[config.mk]
export PLATFORM = sky130hd
export DESIGN_NAME = abc_truth_scanner
export DESIGN_NICKNAME = d
export VERILOG_FILES = /design/src/rtl/abc_scan_pkg.sv /design/src/rtl/abc_truth_scanner.sv
export SDC_FILE = /design/constraint.sdc
export NUM_CORES = 1
export LEC_CHECK = 0
export CAP_MARGIN = 25
export CORE_MARGIN = 4
export CORE_UTILIZATION = 40
export CTS_CLUSTER_DIAMETER = 40
export DETAILED_ROUTE_END_ITERATION = 16
export GPL_ROUTABILITY_DRIVEN = 0
export PLACE_DENSITY = 0.67
export SYNTH_ARGS = -nofsm -noshare
export SYNTH_HDL_FRONTEND = slang
export SYNTH_SLANG_ARGS = --single-unit
[constraint.sdc]
create_clock -name clk -period 2.4 [get_ports clk]
set_input_delay 0.36 -clock clk [delete_from_list [all_inputs] [get_ports clk]]
set_output_delay 0.36 -clock clk [all_outputs]
set_load 0.1 [all_outputs]
[src/rtl/abc_scan_pkg.sv]
// abc_scan_pkg: shared state encoding and constants for the 3-input truth-table scanner.
package abc_scan_pkg;
    typedef enum logic [1:0] {
        S_IDLE  = 2'd0,
        S_DRIVE = 2'd1,
        S_DONE  = 2'd2
    } state_e;
    localparam logic [2:0] LAST_IDX = 3'd7;
    localparam logic [7:0] EXP_F    = 8'hCE;
endpackage

[src/rtl/abc_truth_scanner.sv]
// abc_truth_scanner: steps {a,b,c} through 000..111, samples f_in per code and checks the table.
module abc_truth_scanner
    import abc_scan_pkg::*;
#(
    parameter int DWELL = 4,
    parameter int CNT_W = 3
) (
    input  logic       clk,
    input  logic       rst_n,
    input  logic       start_i,
    input  logic       abort_i,
    input  logic [7:0] expected_i,
    input  logic       f_in_i,
    output logic       a_o,
    output logic       b_o,
    output logic       c_o,
    output logic       busy_o,
    output logic       done_o,
    output logic [7:0] table_out_o,
    output logic       pass_o
);
    localparam logic [CNT_W-1:0] CNT_LAST = CNT_W'(DWELL - 1);

    state_e           state_q, state_d;
    logic [2:0]       idx_q, idx_d;
    logic [CNT_W-1:0] cnt_q, cnt_d;
    logic [7:0]       table_q, table_d;
    logic             pass_q, pass_d;

    always_ff @(posedge clk or negedge rst_n) begin
        if (!rst_n) begin
            state_q <= S_IDLE;
            idx_q   <= 3'd0;
            cnt_q   <= '0;
            table_q <= 8'd0;
            pass_q  <= 1'b0;
        end else begin
            state_q <= state_d;
            idx_q   <= idx_d;
            cnt_q   <= cnt_d;
            table_q <= table_d;
            pass_q  <= pass_d;
        end
    end

    always_comb begin
        state_d = state_q;
        idx_d   = idx_q;
        cnt_d   = cnt_q;
        table_d = table_q;
        pass_d  = pass_q;
        if (abort_i) begin
            state_d = S_IDLE;
            idx_d   = 3'd0;
            cnt_d   = '0;
            pass_d  = 1'b0;
        end else begin
            case (state_q)
                S_IDLE: if (start_i) begin
                    state_d = S_DRIVE;
                    idx_d   = 3'd0;
                    cnt_d   = '0;
                    table_d = 8'd0;
                    pass_d  = 1'b0;
                end
                S_DRIVE: begin
                    cnt_d = cnt_q + 1'b1;
                    // last cycle of the hold: capture, then advance or finish
                    if (cnt_q == CNT_LAST) begin
                        table_d[idx_q] = f_in_i;
                        cnt_d          = '0;
                        if (idx_q == LAST_IDX) state_d = S_DONE;
                        else idx_d = idx_q + 3'd1;
                    end
                end
                S_DONE: begin
                    pass_d  = (table_q == expected_i);
                    state_d = S_IDLE;
                    idx_d   = 3'd0;
                end
                default: state_d = S_IDLE;
            endcase
        end
    end

    assign {a_o, b_o, c_o} = idx_q;
    assign busy_o          = (state_q != S_IDLE);
    assign done_o          = (state_q == S_DONE);
    assign table_out_o     = table_q;
    assign pass_o          = pass_q;
endmodule

==> impl_metrics.toml <==
[run_status]
status = "finished clean"

[synth]
postSynthAreaPerCell_um2 = 10.26
synth_nets = 121
syn_area_mm2 = 0.001077
ys_seq_area_share_pct = 39.49
yosys_warnings = 0
yosysUniqueCellTypes = 38
ys_ff_latch = 17
syn_inst = 105

[cts]
postCtsHoldBufs = 0
ctsLongestPathBuffers = 2
clockRootBuffer = "clkbuf_4"
postCtsSetupBuffers = 0
numCtsBuffers = 3
h-tree-depth = 1
cts_sinks = 17
cts_tree = "built"
post_cts_resized = 0
clk_latency_ps = 300
cts.clk_slew.worst_paths_ps = 100

[cells_and_area]
drive_above_1_share_pct = 18.60
area_growth_pct = 24.04
fin_area_mm2 = 0.001336
antenna_cells = 0
nets = 146

[grt]
grt_antenna_before_repair = 0
grt_use_met1_pct = 20.72
grt-busiest-layer = "met2"
grt.total_usage_pct = 15.38
grt_max_degree = 18
grt_overflow = 0
grt_pass1_wl_um = 4064
grt_pass1_vias = 876
grtUsageMet2_pct = 22.84
met3_usage_pct = 3.024

[route]
num_vias = 892
wirelength_um = 2355
wl_per_cell_um = 14.81
firstDrtPassIters = 5
drtIter0Drc = 38
drc = 0
vias_per_cell = 5.610
antenna_left = 0

[timing]
fin_skew_ps = 1.084
finalHoldViolations = 0
fin_crit_ps = 1909
fin_tns_setup_ps = 0
max_slew_margin_pct = 48.99
fin_crit_sh_pct = 79.55
finalSetupViolations = 0
worst_slew_pin_slew_ps = 762.8
rsz0062_at_grt = "false"
slew_viol_final = 0
timing.fmax_mhz = 523.8

[worst_setup_path]
critPathSlowestCell = "dfrtp_1"
cpMostUsedCell = "ha_1"
r2r_slack_ps = 490
cp-start-kind = "flop"
path_class = "reg2reg"
worstPathArrival_ps = 2100
timing.rr.end = "idx_q[0]"
cp_max_fo = 14
slowest_delay_ps = 550
crit_chain = "ha_1 > ha_1 > o311ai_4 > mux2_1"
r2r_cells = 4
cp-end-kind = "flop"
cp.required_ps = 2590
r2r-start = "idx_q[0]"

[placement]
dp_hpwl_um = 1764
port_buffers = 26
placed_area_mm2 = 0.001310

[die]
chipWidth_um = 59.90
dieArea_mm2 = 0.003587
dieHeight_um = 59.90
initial_utilization_pct = 42.71
ios = 27
coreArea_mm2 = 0.002522
fp-row-count = 18

[power_and_ir_drop]
leakage_uw = 0.0006351
vdd_drop_max_v = 0.0003404
p_per_area_mw_per_mm2 = 536.6

[min_path]
hold_class = "in2async"

[job]
cap_violations = 0
-- area by class of cell --
type / instances / area, um2
Timing Repair Buffer: 26 / 225.2
Inverter: 3 / 11.26
Multi-Input combinational cell: 79 / 610.6
Tap cell: 30 / 37.54
Sequential cell: 17 / 425.4
Clock buffer: 4 / 26.28
Fill cell: 241 / 1186
-- state kept, by name, indices dropped and copies added (netlist names) --
signal / count
table_out_o: 8
cnt_q: 3
idx_q: 3
state_q: 2
pass_o: 1
-- synth_stat cells --
library cell | count | area share [%]
or3b_1 | 1 | 0.81
nand2_1 | 4 | 1.4
buf_6 | 1 | 1.0
ha_1 | 3 | 3.5
xnor2_1 | 8 | 6.5
nor2_1 | 3 | 1.0
or3_1 | 2 | 1.2
nand3b_1 | 3 | 2.1
mux2_1 | 1 | 1.0
o21bai_2 | 1 | 1.0
dfrtp_1 | 17 | 39
clkbuf_1 | 2 | 0.70
mux2i_1 | 2 | 1.9
and3_1 | 4 | 2.3
nand3_1 | 5 | 2.3
buf_2 | 1 | 0.46
clkbuf_2 | 1 | 0.46
nand3b_2 | 1 | 1.0
a221o_1 | 3 | 2.8
or2_2 | 1 | 0.58
nor2b_1 | 3 | 1.7
a31oi_1 | 1 | 0.58
a21oi_1 | 3 | 1.4
o31ai_1 | 1 | 0.70
nor4_1 | 2 | 1.2
o21ai_0 | 2 | 0.93
nand4_1 | 1 | 0.58
a211o_1 | 5 | 4.1
o311ai_4 | 1 | 2.4
nand2b_4 | 1 | 1.3
buf_1 | 1 | 0.35
nor3b_1 | 7 | 4.9
inv_1 | 3 | 1.0
or2b_1 | 1 | 0.70
nor3_1 | 4 | 1.9
o211a_1 | 2 | 1.9
nand2b_1 | 2 | 1.2
a211o_4 | 1 | 1.6
-- per-stage QoR --
step	hold slack, ps	power [uW]	worst slack, ps	instances	util, %
floorplan	64.41	497.6	258.5	105	-
global placement	501.5	561.8	493.2	155	51.93
detailed placement	514.1	564.3	449.2	155	51.93
CTS	531.3	726.2	515.7	159	52.98
global route	581.0	758.0	414.3	159	52.98
finish	500.2	717.1	490.8	159	52.98
-- how the worst max path moves through the flow --
stage / from / endpoint / slack [ps] / cells after the start
floorplan: idx_q[1] / idx_q[0] / 260 / 4
global placement: abort_i / table_out_o[6] / 490 / 4
detailed placement: abort_i / table_out_o[6] / 450 / 4
CTS: idx_q[0] / idx_q[0] / 520 / 4
global route: idx_q[0] / idx_q[0] / 410 / 4
finish: idx_q[0] / idx_q[0] / 490 / 4
-- power by group --
| part | total [uW] | internal [uW] | switching (uW) | leakage (uW) |
|---|---|---|---|---|
| logic | 229 | 75.7 | 154 | 0.000386 |
| clock network | 160 | 64.8 | 94.8 | 0.0000150 |
| registers | 328 | 302 | 26.3 | 0.000234 |
-- routing by layer --
metal,share of wire [%],up-vias
li1,-,438
met5,0,-
met1,47,426
met4,1.8,0
met2,45,23
met3,6.3,5
-- cell usage in the layout (no fill, tap or decap), types with 2 or more instances in the layout --
master,instances
nand2b_1,2
clkdlybuf4s50_1,12
o211a_1,2
ha_1,3
xnor2_1,8
nor4_1,2
a211o_1,5
buf_4,14
inv_1,3
a21oi_1,3
nor2_1,3
nor2b_1,2
clkbuf_4,3
nor3_1,4
or3_1,2
nand3_1,5
o21ai_0,2
dfrtp_1,17
a221o_1,3
mux2i_1,2
nand2_1,4
nor3b_1,7
and3_1,4
nand3b_1,3
-- cells by family (layout without fill, tap and decap cells) --
logic type | after synthesis | in the layout | synth area share (%)
simple gates | 45 | 45 | 26.13
mux | 3 | 3 | 2.904
flops | 17 | 17 | 39.49
fa+ha+maj | 3 | 3 | 3.485
xor+xnor | 8 | 8 | 6.504
buf+inv | 9 | 33 | 4.064
compound gates | 20 | 20 | 17.42
-- critical path: cells and delay by family (launching register included) --
family / cells / cell delay, ps
multiplexers: 1 / 350
AO/OA/AOI/OAI: 1 / 400
flip-flops: 1 / 550
adder cells (fa/ha/maj): 2 / 500
No activity file was read; power rests on OpenSTA's default activity.
